`config.mk`:
```
export PLATFORM = sky130hd
export DESIGN_NAME = theta_apply
export DESIGN_NICKNAME = d
export VERILOG_FILES = /design/src/rtl/theta_apply.sv
export SDC_FILE = /design/constraint.sdc
export NUM_CORES = 1
export LEC_CHECK = 0
export BUFFER_PORTS_ARGS = -buffer_cell sky130_fd_sc_hd__buf_4
export CORE_UTILIZATION = 58
export DETAILED_ROUTE_END_ITERATION = 6
export GPL_TIMING_DRIVEN = 0
export PLACE_DENSITY = 0.92
export SLEW_MARGIN = 40
export SYNTH_ARGS = -nofsm -noshare
export SYNTH_HDL_FRONTEND = slang
export SYNTH_SLANG_ARGS = --single-unit
```
`constraint.sdc`:
```
create_clock -name clk -period 2.11 [get_ports clk]
set_input_delay 0.211 -clock clk [delete_from_list [all_inputs] [get_ports clk]]
set_output_delay 0.211 -clock clk [all_outputs]
set_load 0.02 [all_outputs]
```
`src/rtl/theta_apply.sv`:
```
// Streaming theta step over a 64-slice state: one 25-bit slice per cycle in,
// theta-applied slices out in order z=1..63 then 0 (slice 0 needs C_63).
module theta_apply #(
  parameter int N      = 25,
  parameter int SLICES = 64
) (
  input  logic         clk,
  input  logic         rst,
  input  logic         start,
  input  logic         in_valid,
  input  logic [N-1:0] in_slice,
  output logic         in_ready,
  output logic         out_valid,
  output logic [N-1:0] out_slice,
  output logic [5:0]   out_z,
  input  logic         out_ready,
  output logic         done
);

  localparam logic [2:0] S_IDLE   = 3'd0;
  localparam logic [2:0] S_FIRST  = 3'd1;
  localparam logic [2:0] S_STREAM = 3'd2;
  localparam logic [2:0] S_LAST   = 3'd3;
  localparam logic [2:0] S_DONE   = 3'd4;

  localparam logic [5:0] Z_LAST = 6'(SLICES - 1);

  logic [2:0]   state;
  logic [5:0]   z_cnt;
  logic [N-1:0] slice0;
  logic [4:0]   c0;
  logic [4:0]   c_prev;
  logic [4:0]   c63;
  logic [4:0]   c_in;
  logic         in_xfer;
  logic         out_xfer;

  function automatic logic [4:0] col_parity(input logic [N-1:0] s);
    logic [4:0] c;
    c = '0;
    for (int y = 0; y < 5; y++)
      for (int x = 0; x < 5; x++)
        c[x] = c[x] ^ s[5*y+x];
    return c;
  endfunction

  function automatic logic [N-1:0] theta(input logic [N-1:0] s,
                                         input logic [4:0]   c_cur,
                                         input logic [4:0]   c_prv);
    logic [4:0]   d;
    logic [N-1:0] r;
    r = s;
    for (int x = 0; x < 5; x++)
      d[x] = c_cur[(x+4)%5] ^ c_prv[(x+1)%5];
    for (int y = 0; y < 5; y++)
      for (int x = 0; x < 5; x++)
        r[5*y+x] = s[5*y+x] ^ d[x];
    return r;
  endfunction

  assign c_in     = col_parity(in_slice);
  assign in_xfer  = in_valid & in_ready;
  assign out_xfer = out_valid & out_ready;

  always_comb begin
    in_ready = 1'b0;
    case (state)
      S_FIRST:  in_ready = 1'b1;
      S_STREAM: in_ready = !out_valid || out_ready;
      default:  in_ready = 1'b0;
    endcase
  end

  // Single output register stage; input acceptance is gated on it being free.
  always_ff @(posedge clk) begin
    if (rst) begin
      state     <= S_IDLE;
      z_cnt     <= '0;
      slice0    <= '0;
      c0        <= '0;
      c_prev    <= '0;
      c63       <= '0;
      out_valid <= 1'b0;
      out_slice <= '0;
      out_z     <= '0;
      done      <= 1'b0;
    end else begin
      case (state)
        S_IDLE: begin
          if (start) state <= S_FIRST;
        end
        S_FIRST: begin
          if (in_xfer) begin
            slice0 <= in_slice;
            c0     <= c_in;
            c_prev <= c_in;
            z_cnt  <= 6'd1;
            state  <= S_STREAM;
          end
        end
        S_STREAM: begin
          if (in_xfer) begin
            out_slice <= theta(in_slice, c_in, c_prev);
            out_z     <= z_cnt;
            out_valid <= 1'b1;
            c_prev    <= c_in;
            z_cnt     <= z_cnt + 6'd1;
            if (z_cnt == Z_LAST) begin
              c63   <= c_in;
              state <= S_LAST;
            end
          end else if (out_xfer) begin
            out_valid <= 1'b0;
          end
        end
        S_LAST: begin
          // out_z==0 marks the deferred slice-0 result already being presented
          if (out_valid && out_z == 6'd0) begin
            if (out_ready) begin
              out_valid <= 1'b0;
              done      <= 1'b1;
              state     <= S_DONE;
            end
          end else if (!out_valid || out_ready) begin
            out_slice <= theta(slice0, c0, c63);
            out_z     <= 6'd0;
            out_valid <= 1'b1;
          end
        end
        S_DONE: begin
          done  <= 1'b0;
          state <= S_IDLE;
        end
        default: state <= S_IDLE;
      endcase
    end
  end

endmodule
```
* Word-level counts from Yosys, hierarchy flattened *
Index checks and enable logic that the tools add are counted.

storage, ports and cells
  word-level logic and storage cells = 154
  bits in registers = 82
  input bits = 30
  output and inout bits = 34

operators by class
  multiplexer cells = 28
  add/subtract/negate cells = 1
  equal/unequal tests = 16
  bitwise logic cells = 82
  reductions and logical operators = 17

operators by type and width
  kind                                                  count
  bitwise XOR 1 bit                                     80
  two-way mux 25 bit                                    3
  case mux 25 bit (2 select lines)                      1
  two-way mux 6 bit                                     5
  case mux 6 bit (2 select lines)                       2
  two-way mux 3 bit                                     6
  inequality test 2 bit (second input constant)         8
  case mux 3 bit (4 select lines)                       1
  inequality test 3 bit (second input constant)         3
  AND reduction 3 bit                                   3
  AND reduction 4 bit                                   2
  two-way mux 1 bit                                     7
  adder 6 x 1 -> 6 bit (second input constant)          1
  equality test 3 x 2 -> 1 bit (second input constant)  2
  equality test 6 bit (second input constant)           1
  logical NOT 6 bit                                     1
  case mux 1 bit (2 select lines)                       3
  AND reduction 6 bit                                   1
  nonzero test 2 bit                                    3
  AND reduction 2 bit                                   2
  equality test 3 x 1 -> 1 bit (second input constant)  1
  equality test 3 bit (second input constant)           1
  logical NOT 3 bit                                     1
  bitwise AND 1 bit                                     2
  4 further kinds                                       4

* Longest topological paths before layout *
  depth after elaboration = 8
  gate-level depth with buffers = 8
  depth with buffers taken out = 6

* Least setup slack after synthesis *
No wires, ideal clock.

  kind = reg-to-reg
  from = reg out_valid
  to = reg out_slice[17]
  cell stages (with the launch flop) = 8
  arrival time = 1.883 ns
  buffers on the path = 2
  period minus slack after synthesis = 1.968 ns
  setup time = 0.086 ns
  data required time = 2.024 ns
  path slack = 0.142 ns
  cell sequence = dfxtp_1 -> or4b_1 -> o211ai_1 -> and2_1 -> buf_2 -> buf_2 -> a2111oi_0 -> a211oi_1

between the ends
  longest elaborated chain between the ends = 6
  elaborated cells on any way between the ends = 9
  classes of those cells = eq/ne: 3; mux: 1; bitwise: 1; reduce/logical: 4

RTL lines
  element                          line     source
  start, declared                  13       output logic out_valid,
  start signal, assigned           83       out_valid <= 1'b0;
  start signal, assigned           105      out_valid <= 1'b1;
  start signal, assigned           113      out_valid <= 1'b0;
  logical NOT 1 bit                69, 124
  logical OR 1 bit                 69, 124
  case mux 1 bit (2 select lines)  67       case (state)
  bitwise AND 1 bit                62       assign in_xfer = in_valid & in_ready;
  inequality test 2 bit (no line)  --
  AND reduction 4 bit (no line) *  --
  end signal, assigned             103      out_slice <= theta(in_slice, c_in, c_prev);
  end signal, assigned             125      out_slice <= theta(slice0, c0, c63);
  end, declared                    14       output logic [N-1:0] out_slice,

Mark *: on every way between the ends. The rest lies on a longest branch, timed or not.
A chain may end at the register's enable or synchronous reset.

* Worst setup path after layout *
  from = reg out_z[0]
  to = reg out_slice[20]

between the ends
  longest elaborated chain between the ends = 4

RTL lines
  element                          line  source
  start, declared                  15    output logic [5:0] out_z,
  start signal, assigned           104   out_z <= z_cnt;
  logical NOT 6 bit                118   if (out_valid && out_z == 6'd0) begin
  logical AND 1 bit                118
  inequality test 2 bit (no line)  --
  AND reduction 4 bit (no line)    --

Every way passes these cells.

==> flow_summary_export.csv <==
group,metric,value,unit
setup_path,cp_common_cell,"buf_4",
detailed_routing,drt-total-wl,14.0,mm
sta,drv_slew,0,
detailed_routing,drt_iter0_markers,547,
floorplan,die_w,92.6,um
sta,holdWs,0.120,ns
clocking,clk_pin_slew,0.10,ns
synthesis,ys_seq_area_share,34.5,%
synthesis,synth-async-reset-ratio,0,%
cells_and_area,diodes,0,
synthesis,synth_cell_types,43,
sta,hold_viol_final,0,
clocking,htreeDepth,3,
cells_and_area,drive_above_1_share,17.5,%
global_route,grt_start_max_net_pins,15,
synthesis,syn-cell-area,0.00476,mm^2
place,place_inst,770,
power_and_ir_drop,irDropWorstVdd,0.495,mV
floorplan,start_util,60.7,%
sta,fin_skew,0.0156,ns
outcome,status,"finished, final reports clean",
detailed_routing,wl_per_cell,17.8,um
detailed_routing,route.detailed.drc,0,
clocking,clk_path_buf_depth,2,
synthesis,syn_nets,639,
synthesis,ys_warn_count,0,
synthesis,synth-edff-count,0,
setup_path,rrSetupSlack,0.10,ns
clocking,cts_tree,"done",
cells_and_area,seq_area,0.00164,mm^2
setup_path,start_kind,"flop",
global_route,grt_pass1_vias,4707,
synthesis,syn_avg_cell_area,7.83,um^2
setup_path,critPathBufInv,2,
synthesis,synth-seq-cells,82,
floorplan,core,0.00785,mm^2
setup_path,worstPathRequired,2.32,ns
cells_and_area,final_util,72.2,%
cells_and_area,final_cell_mix,"110 x nand2_1, 81 x dfxtp_1, 66 x buf_4",
cells_and_area,layout.nets,712,
setup_path,cp_slowest_cell,"or4b_4",
sta,max_freq,498,MHz
place,place_congestion,0.921,
floorplan,num_rows,32,
detailed_routing,drt-vias-per-instance,6.37,
synthesis,synthCells,608,
power_and_ir_drop,p_per_area,714,mW/mm^2
clocking,root_buffer,"clkbuf_8",
setup_path,path_cells,"or4b_4 -> o211ai_1 -> nand2_1 -> buf_4 -> buf_4 -> nor2_1 -> a211oi_2",
setup_path,cp.arrival,2.22,ns
synthesis,synth_ff_type,"dfxtp_1",
worst_hold_path,hold_path_class,"in -> reg",
place,dp_hpwl,9.61,mm
sta,rsz0062_at_grt,"true",
place,port_buffers,60,
setup_path,slowest_delay,0.55,ns
setup_path,cp_top_family,"simple AND/OR/NAND/NOR gates",
detailed_routing,ant_nets,0,
sta,finalCritPeriodShare,95.1,%
cells_and_area,layout_commonest_cell,"nand2_1",
floorplan,die_y,92.6,um
floorplan,dieArea,0.00858,mm^2
clocking,insertion_delay,0.37,ns
power_and_ir_drop,leakage,2.14,nW
detailed_routing,firstDrtPassIters,6,
cells_and_area,stdcell_count,788,
clocking,clock_sinks,82,
sta,relSlewSlack,46.6,%
detailed_routing,vias,5016,
cells_and_area,syn2layout_area_growth,19.0,%
setup_path,end_kind,"flop",
clocking,numCtsBuffers,9,
setup_path,path_max_fanout,10,
run,drv_cap,0,
global_route,grt_usage,33.2,%
setup_path,crit_type,"reg -> reg",
sta,period_needed,2.01,ns
floorplan,ios,64,
global_route,antenna_found_initial,0,
global_route,grt_pass1_wl,22.2,mm
cells_and_area,fill_cells,578,
global_route,grt-ovfl-total,0,
sta,tightest_slew,0.802,ns
cells_and_area,multi_input_area,0.00298,mm^2
sta,setup_viol_count_final,0,
==> tightest hold or removal path, delay by kind of cell <==
family | cells | cell delay [ns]
buffers and inverters | 1 | 0.14
and+or+nand+nor | 1 | 0.05
AOI/OAI and AO/OA | 1 | 0.05
==> flip-flops by register name (all words and copies together), names as in the netlist <==
name       cells
state          3
slice0        25
z_cnt          6
done           1
c_prev         5
c63            5
out_valid      1
out_z          6
c0             5
out_slice     25
==> cells in the mapped netlist (2+ instances only) <==
master | instances | area (um^2)
and2_1 | 5 | 31.3
nor3_1 | 24 | 120
nor4_1 | 10 | 62.6
nand2_1 | 111 | 417
buf_1 | 3 | 11.3
nand3b_1 | 4 | 30.0
xor2_1 | 19 | 166
or4_1 | 4 | 30.0
a211oi_2 | 4 | 50.1
and3_1 | 8 | 50.1
a32oi_1 | 2 | 17.5
or2_2 | 9 | 56.3
buf_2 | 5 | 25.0
or3_1 | 2 | 12.5
nand2b_1 | 22 | 138
a211oi_1 | 57 | 428
nor2_1 | 43 | 161
xnor2_1 | 34 | 298
clkbuf_1 | 32 | 120
a22oi_1 | 2 | 15.0
or2b_1 | 2 | 15.0
a2111oi_0 | 10 | 87.6
o21bai_1 | 3 | 22.5
xnor3_1 | 5 | 113
o221a_2 | 4 | 45.0
nand3_1 | 14 | 70.1
dfxtp_1 | 82 | 1640
nor2b_1 | 3 | 18.8
a21oi_1 | 63 | 315
o21ai_0 | 7 | 35.0
mux2i_1 | 2 | 20.0
o21a_1 | 2 | 15.0
==> final cells by class <==
type                    count  share of cell area, %
clock buffers              11                   2.67
plain buffers              38                   3.25
well taps                 102                   2.25
flip-flops and latches     82                   29.0
repair buffers             64                   8.70
multi-input cells         486                   52.6
clock inverters             5                   1.50
==> worst paths after layout <==
check / start / to / cells after the start
max reg2reg: out_z[0] / out_slice[20] / 7
min: in_slice[16] / slice0[16] / 3
min reg2reg: slice0[5] / slice0[5] / 2
max: out_z[0] / out_slice[20] / 7
==> logic make-up after synthesis <==
logic type / synth area share (%)
simple gates: 26.1
compound gates: 22.2
flops: 34.5
xor+xnor: 13.2
buf+inv: 3.28
mux: 0.420
fa+ha+maj: 0.263
==> stage by stage <==
stage / TNS [ns] / setup WS (ns) / area (um^2) / total power [mW]
floorplan: 0 / 0.142 / 4760 / 2.38
CTS: 0 / 0.00187 / 5610 / 4.00
detailed placement: -6.09 / -0.367 / 5340 / 2.68
global route: -0.0465 / -0.0465 / 5670 / 4.19
finish: 0 / 0.103 / 5670 / 4.05
global placement: -4.31 / -0.314 / 5340 / 2.64
==> power by group <==
part,switching (mW),internal (mW)
clock network,0.611,0.738
logic,0.628,0.405
registers,0.0502,1.61
==> what timing repair did <==
item                       CTS  global route
buffers inserted             3             1
setup endpoints to repair   37            58
pin swaps                    0             3
resized for setup            9            25
hold buffers                 0             0
==> routing by layer <==
layer	GRT usage [%]	vias to the layer above	part of all wire, %
li1	-	2306	-
met1	41.5	2329	40
met2	53.5	308	46
met3	4.52	73	8.8
met4	21.8	0	5.2
met5	0	-	0
Note: power is estimated with default switching activity, not from simulation.
